### src/rtl/rpn_stack_master.sv
// rpn_stack_master: reverse-Polish evaluator driving an external LIFO stack over push/pop strobes.
// Tokens are accepted only in IDLE; every output comes straight from a register.
module rpn_stack_master #(
   parameter int DATA_W = 4,
   parameter int DEPTH  = 8
) (
   input  logic                     Clk,
   input  logic                     RstN,
   input  logic                     Tok_Valid,
   input  logic                     Tok_Is_Op,
   input  logic [DATA_W-1:0]        Tok_Data,
   output logic                     Tok_Ready,
   output logic [DATA_W-1:0]        Stk_Data_In,
   output logic                     Stk_Push,
   output logic                     Stk_Pop,
   input  logic [DATA_W-1:0]        Stk_Data_Out,
   input  logic                     Stk_Full,
   input  logic                     Stk_Empty,
   output logic                     Res_Valid,
   output logic [DATA_W-1:0]        Res_Data,
   output logic                     Err,
   output logic [1:0]               Err_Code,
   output logic [$clog2(DEPTH):0]   Depth
);
   localparam int CW = $clog2(DEPTH) + 1;
   localparam logic [CW-1:0] MAX_D = CW'(DEPTH);
   typedef enum logic [2:0] {IDLE, PUSH, POP_B, POP_A, EXEC, PUSH_R, CAPT, CLR} state_t;
   state_t            r_state;
   logic              r_ready, r_push, r_pop, r_res_valid, r_err;
   logic [DATA_W-1:0] r_data_in, r_res_data, r_b;
   logic [1:0]        r_code;
   logic [2:0]        r_op;
   logic [CW-1:0]     r_depth;
   logic [DATA_W-1:0] w_alu;
   logic [2:0]        w_opc;
   assign w_opc = Tok_Data[2:0];
   // A is on Stk_Data_Out during EXEC, B was captured one cycle earlier
   always_comb
      w_alu = r_op == 3'd0 ? Stk_Data_Out + r_b :
              r_op == 3'd1 ? Stk_Data_Out - r_b :
              r_op == 3'd2 ? Stk_Data_Out & r_b :
              r_op == 3'd3 ? Stk_Data_Out | r_b : Stk_Data_Out ^ r_b;
   always_ff @(posedge Clk or negedge RstN) begin
      if (!RstN) begin
         r_state     <= IDLE;
         r_ready     <= 1'b1;
         r_push      <= 1'b0;
         r_pop       <= 1'b0;
         r_data_in   <= '0;
         r_res_valid <= 1'b0;
         r_res_data  <= '0;
         r_err       <= 1'b0;
         r_code      <= 2'b00;
         r_depth     <= '0;
         r_b         <= '0;
         r_op        <= 3'd0;
      end else begin
         r_res_valid <= 1'b0;
         case (r_state)
            IDLE: if (Tok_Valid) begin
               if (!Tok_Is_Op) begin
                  if (r_depth == MAX_D || Stk_Full) begin
                     r_err  <= 1'b1;
                     r_code <= 2'b01;
                  end else begin
                     r_state   <= PUSH;
                     r_push    <= 1'b1;
                     r_data_in <= Tok_Data;
                     r_ready   <= 1'b0;
                  end
               end else if (w_opc == 3'd7) begin
                  r_err  <= 1'b1;
                  r_code <= 2'b11;
               end else if (w_opc == 3'd6) begin
                  if (r_depth == '0) begin
                     r_err  <= 1'b0;
                     r_code <= 2'b00;
                  end else begin
                     r_state <= CLR;
                     r_pop   <= 1'b1;
                     r_ready <= 1'b0;
                  end
               end else if (w_opc == 3'd5 ? (r_depth == '0 || Stk_Empty) : (r_depth < CW'(2))) begin
                  r_err  <= 1'b1;
                  r_code <= 2'b10;
               end else begin
                  r_op    <= w_opc;
                  r_state <= POP_B;
                  r_pop   <= 1'b1;
                  r_ready <= 1'b0;
               end
            end
            PUSH: begin
               r_push  <= 1'b0;
               r_depth <= r_depth + 1'b1;
               r_state <= IDLE;
               r_ready <= 1'b1;
            end
            POP_B: begin
               r_pop   <= r_op != 3'd5;
               r_state <= r_op == 3'd5 ? CAPT : POP_A;
            end
            POP_A: begin
               r_b     <= Stk_Data_Out;
               r_pop   <= 1'b0;
               r_state <= EXEC;
            end
            EXEC: begin
               r_data_in <= w_alu;
               r_push    <= 1'b1;
               r_state   <= PUSH_R;
            end
            PUSH_R: begin
               r_push  <= 1'b0;
               r_depth <= r_depth - 1'b1;
               r_state <= IDLE;
               r_ready <= 1'b1;
            end
            CAPT: begin
               r_res_data  <= Stk_Data_Out;
               r_res_valid <= 1'b1;
               r_depth     <= r_depth - 1'b1;
               r_state     <= IDLE;
               r_ready     <= 1'b1;
            end
            CLR: begin
               r_depth <= r_depth - 1'b1;
               if (r_depth == CW'(1)) begin
                  r_pop   <= 1'b0;
                  r_err   <= 1'b0;
                  r_code  <= 2'b00;
                  r_state <= IDLE;
                  r_ready <= 1'b1;
               end
            end
            default: begin
               r_state <= IDLE;
               r_ready <= 1'b1;
               r_push  <= 1'b0;
               r_pop   <= 1'b0;
            end
         endcase
      end
   end
   assign Tok_Ready   = r_ready;
   assign Stk_Data_In = r_data_in;
   assign Stk_Push    = r_push;
   assign Stk_Pop     = r_pop;
   assign Res_Valid   = r_res_valid;
   assign Res_Data    = r_res_data;
   assign Err         = r_err;
   assign Err_Code    = r_code;
   assign Depth       = r_depth;
endmodule

### config.mk
export PLATFORM = sky130hd
export DESIGN_NAME = rpn_stack_master
export DESIGN_NICKNAME = d
export VERILOG_FILES = /design/src/rtl/rpn_stack_master.sv
export SDC_FILE = /design/constraint.sdc
export NUM_CORES = 1
export LEC_CHECK = 0
export ABC_AREA = 1
export CORE_UTILIZATION = 35
export DETAILED_ROUTE_END_ITERATION = 12
export PLACE_DENSITY_LB_ADDON = 0.2
export SETUP_SLACK_MARGIN = 0.15
export SLEW_MARGIN = 15
export SYNTH_ARGS = -nofsm -noshare
export SYNTH_HDL_FRONTEND = slang
export SYNTH_SLANG_ARGS = --single-unit
### constraint.sdc
create_clock -name Clk -period 2.4 [get_ports Clk]
set_clock_uncertainty 0.2 [all_clocks]
set_input_delay 0.24 -clock Clk [delete_from_list [all_inputs] [get_ports Clk]]
set_output_delay 0.24 -clock Clk [all_outputs]
set_load 0.005 [all_outputs]
Word level (Yosys, flattened, before mapping)
Index checks and enable logic that the tools add are counted.
{ "op_classes": {"n_eq_ne": 32, "add_sub_neg": 4, "bitwise": 6, "n_reduce_logical": 21, "muxes": 59, "order_cmp": 1} }
{ "op_table": {"columns": ["cell", "count"], "rows": [
  ["4-bit two-way mux", 7],
  ["1-bit two-way mux", 27],
  ["3-bit two-way mux", 9],
  ["3-bit equality test (second input constant)", 8],
  ["3-bit inequality test (second input constant)", 6],
  ["3-bit case mux with 6 select lines", 1],
  ["6-bit AND reduction", 3],
  ["2-bit two-way mux", 8],
  ["4-bit case mux with 2 select lines", 2],
  ["7-bit AND reduction", 2],
  ["3-bit by 2-bit equality test with 1-bit output (second input constant)", 4],
  ["2-bit inequality test (second input constant)", 6],
  ["5-bit inequality test (second input constant)", 2],
  ["4-bit inequality test (second input constant)", 2],
  ["4-bit AND reduction", 2],
  ["3-bit by 1-bit equality test with 1-bit output (second input constant)", 2],
  ["3-bit zero test", 2],
  ["1-bit case mux with 3 select lines", 2],
  ["2-bit nonzero test", 3],
  ["3-bit nonzero test", 2],
  ["3-bit OR reduction", 2],
  ["4-bit by 1-bit adder with 4-bit output (second input constant)", 1],
  ["4-bit adder", 1],
  ["4-bit AND", 1],
  ["15 further kinds", 18]
]} }
{ "totals": {"word_cells": 135, "reg_bits": 29} }

Longest topological paths before layout
{ "logic_depth": {"depth_word": 9, "ltp_mapped": 12, "mapped_depth_nobuf": 11} }

Worst setup path before layout
Ideal clock, no wire load.
{ "synth_timing": {"path_type": "reg2reg", "startpoint": "register r_depth[0] (netlist: Depth[0])", "endpoint": "register r_data_in[1] (netlist: Stk_Data_In[1])", "n_path_buf": 0, "setup_slack_ps": 607, "setup_ps": 117, "stages_incl_launch_ff": 10, "period_less_slack_ps": 1793, "arrival_ps": 1476, "path_cell_list": "dfrtp_1 > inv_1 > ha_1 > nand2_1 > o21bai_1 > nand2_1 > nand4_4 > inv_2 > nand3_1 > nand2_1"} }
{ "synth_via": {"elab_chain_cells": 4} }
{ "synth_lines": {"columns": ["element", "line_no", "rtl"], "rows": [
  ["start: declaration", "33", "logic [CW-1:0] r_depth;"],
  ["start signal: assignment", "95", "r_depth <= r_depth + 1'b1;"],
  ["start signal: assignment", "115", "r_depth <= r_depth - 1'b1;"],
  ["start signal: assignment", "122", "r_depth <= r_depth - 1'b1;"],
  ["4-bit equality test", "62", "if (r_depth == MAX_D || Stk_Full) begin"],
  ["1-bit logical OR", "62", null],
  ["2-bit inequality test (no source line)", null, null],
  ["4-bit AND reduction (no source line)", null, null],
  ["end signal: assignment", "68", "r_data_in <= Tok_Data;"],
  ["end signal: assignment", "109", "r_data_in <= w_alu;"],
  ["end: declaration", "30", "logic [DATA_W-1:0] r_data_in, r_res_data, r_b;"]
]} }
No other way between the ends.
A chain may end at the register's enable or synchronous reset.

Worst setup path after layout
{ "layout_timing": {"startpoint": "input Stk_Data_Out[0]", "endpoint": "register r_data_in[2] (netlist: Stk_Data_In[2])"} }
{ "layout_via": {"elab_chain_cells": 4, "elab_cells_between_ends": 5, "classes_between": "add/sub (2); mux (3)"} }
{ "layout_lines": {"columns": ["element", "line_no", "rtl"], "rows": [
  ["start: declaration", "16", "input logic [DATA_W-1:0] Stk_Data_Out,"],
  ["4-bit subtractor", "40", "r_op == 3'd1 ? Stk_Data_Out - r_b :"],
  ["4-bit two-way mux", "40", null],
  ["4-bit two-way mux *", "39", "w_alu = r_op == 3'd0 ? Stk_Data_Out + r_b :"],
  ["4-bit case mux with 2 select lines *", "59", "case (r_state)"]
]} }
Every way passes the cells marked *; elsewhere a longest branch is shown, timed or not.

==> metrics.txt <==
# rows 28; global-route wire length before repair 8.859 mm; grt ovf 0; initial antenna violation count 0; worst reg2reg setup slack 0.56 ns; CTS tree built; Setup Total Neg Slack 0 ns; flops & latches, synth 29; filler cell count 630; RSZ-0062 raised after global routing no; post-synthesis cell area ~2200 um2; clk root buf clkbuf_8; crit path capture type flip-flop; initial drt markers 160; FF/Latch Area approximately 730 um2; DR vias/cell 4.806; # setup viols final 0; post-DP HPWL ~4 mm; drt wl/cell 12.82 um; DIE AREA approximately 6500 um2; worst min-delay path class input port to async pin; clock sink count 29; starting density of the core 0.3639; status complete, no violations; Final Power 3.334 mW; Synth warnings 0; CP Data Arrival Time 1.94 ns; Multi-input gate area 1262 um2; Worst R2R End Stk_Data_In[1]; Reg2Reg Depth 10; post-synthesis cell count 292; Die Y about 81 um; library cells used by synthesis 34; relative slew slack 0.7014; drt first pass iters 5; Worst Path Required between 2 and 2.5 ns; syn nets 323; maximum vdd drop 0.0004775 V; share of cells above drive strength 1 0.1381; Hold Buf Count CTS 0; final WL 5.231 mm; Via Count 1961; Clock transition at path regs ~0.07 ns; final max-slew violation count 0; Finished Core Util 0.4517; Final period util 0.8219; Fin. Hold Viols 0; number of synthesized flops with an enable pin 0; Area Overhead vs Synth 24.13%; core area ~6000 um2; number of global-route vias before repair roughly 1900; Final Critical Period 1.972 ns; I/O pins 33; Max Cap Violations 0; DRC viols 0; leak pwr between 1 and 1.5 nW; Worst-Margin Slew ~0.45 ns; Port Buf Inserts 32; largest net degree at the start of global routing 30; number of H-tree levels 2; crit path kind input port to flip-flop; Power Dens Cells 1239 nW/um2; clk_lat worst skew 0.29 ns; ys async rst share 1.000; Clock Tree Buf Depth 2; Nets between 300 and 400; gr usage total 0.1824; DIE WIDTH approximately 81 um; Peak Freq 0.5070 GHz; setup repair bufs after CTS 0; CP max FO 3; Avg Cell Area, Syn 7.422 um2; main flop type after synthesis dfrtp_1; CTS Buf Count 5; CTS resizes 0; Seq/Total Area, Yosys 0.3355; startpoint class of the critical path input port; Critical R2R Launch Depth[0]; ant diodes 0; antenna viol nets, final 0; Placer Congestion around 0.9
## synthesized netlist by cell type, types with 2 or more instances
| master | instances | area (um2) |
|---|---|---|
| o21bai_1 | 2 | 15.01 |
| nor2_4 | 5 | 56.30 |
| nand3_1 | 23 | 115.1 |
| nand2_2 | 5 | 31.28 |
| dfrtp_1 | 28 | 700.7 |
| fa_1 | 2 | 40.04 |
| o21ai_0 | 12 | 60.06 |
| inv_2 | 4 | 15.01 |
| xor2_1 | 3 | 26.28 |
| inv_4 | 2 | 12.51 |
| nand2_4 | 6 | 67.56 |
| o21ai_1 | 7 | 35.03 |
| nor3_1 | 4 | 20.02 |
| a21oi_1 | 6 | 30.03 |
| nand3b_1 | 2 | 15.01 |
| ha_1 | 15 | 187.7 |
| inv_1 | 37 | 138.9 |
| nor2_1 | 20 | 75.07 |
| nand2_1 | 88 | 330.3 |
| o21ai_2 | 2 | 17.52 |
| nor2_2 | 6 | 37.54 |
## cells by family after synthesis
kind of cell	after synthesis	synth area share
and+or+nand+nor	165	0.3793
buffers and inverters	45	0.08198
AOI/OAI and AO/OA	32	0.08199
DFF	29	0.3355
adders and majority gates	17	0.1051
xor gates and xnor gates	4	0.01617
## sequential cells by signal, indices dropped and copies added, names as in the netlist
name,flops
Stk_Push,1
r_b,4
Stk_Pop,1
Err,1
Err_Code,2
Tok_Ready,1
r_state,3
r_op,3
Stk_Data_In,4
Depth,4
Res_Data,4
Res_Valid,1
## worst max path at each step
stage                    start        endpoint  slack (ns)  cells past startpoint
3_5_place_dp   Stk_Data_Out[0]  Stk_Data_In[2]        0.17                     10
5_1_grt        Stk_Data_Out[0]  Stk_Data_In[2]        0.34                     10
2_1_floorplan         Depth[0]  Stk_Data_In[1]        0.61                      9
4_1_cts        Stk_Data_Out[0]  Stk_Data_In[2]        0.45                     10
3_3_place_gp   Stk_Data_Out[0]  Stk_Data_In[2]        0.18                     10
6_report       Stk_Data_Out[0]  Stk_Data_In[2]        0.43                     10
## final cells by class
cell class              instances  share of cell area
flip-flops and latches         29              0.2702
inverters                      44             0.06326
clock inverters                 1            0.001860
clock buffers                   7             0.03581
well taps                      75             0.03488
repair buffers                 34              0.1247
multi-input cells             218              0.4693
## critical path, stage by stage
cell,delay (ns)
clkdlybuf4s50_1,0.51
inv_1,0.09
ha_1,0.23
fa_1,0.39
nand2_1,0.08
nand2_1,0.06
a21oi_1,0.13
nand3_1,0.10
nand2_1,0.07
nand2_1,0.05
## placed cells by master (no fill, tap or decap), types with 3 or more instances in the layout
master | synthesis | layout
a21oi_1 | 6 | 6
inv_1 | 37 | 37
clkbuf_8 | 0 | 7
xor2_1 | 3 | 3
nor2_2 | 6 | 6
o21ai_0 | 12 | 12
nor2_1 | 20 | 20
nor3_1 | 4 | 4
ha_1 | 15 | 15
dfrtp_1 | 28 | 28
inv_2 | 4 | 4
nor2_4 | 5 | 5
nand2_4 | 6 | 6
nand3_1 | 23 | 23
o21ai_1 | 7 | 7
clkdlybuf4s50_1 | 0 | 32
nand2_2 | 5 | 5
nand2_1 | 88 | 88
## per-stage QoR
step / std cells / worst slack, ns / hold slack, ns / instance area (um2)
2_1_floorplan: 292 / 0.6066 / -0.2556 / 2167
3_3_place_gp: 400 / 0.1760 / 0.2498 / 2589
3_5_place_dp: 400 / 0.1654 / 0.2566 / 2589
4_1_cts: 408 / 0.4523 / 0.1602 / 2690
5_1_grt: 408 / 0.3444 / 0.1684 / 2690
6_report: 408 / 0.4275 / 0.1503 / 2690
## where the power goes
| group | internal (mW) | switching, mW | leakage (nW) |
|---|---|---|---|
| registers | 0.737 | 0.206 | 0.350 |
| clock network | 0.259 | 0.194 | 0.0542 |
| logic | 0.841 | 1.10 | 0.937 |
| total | 1.84 | 1.50 | 1.34 |
## routing by layer
layer	vias up	GRT usage	share of wire
li1	995	-	-
met1	880	0.2640	0.52
met2	74	0.2619	0.40
met3	12	0.03295	0.053
met4	0	0.07500	0.024
met5	-	0	0
Note: power is estimated with default switching activity, not from simulation.
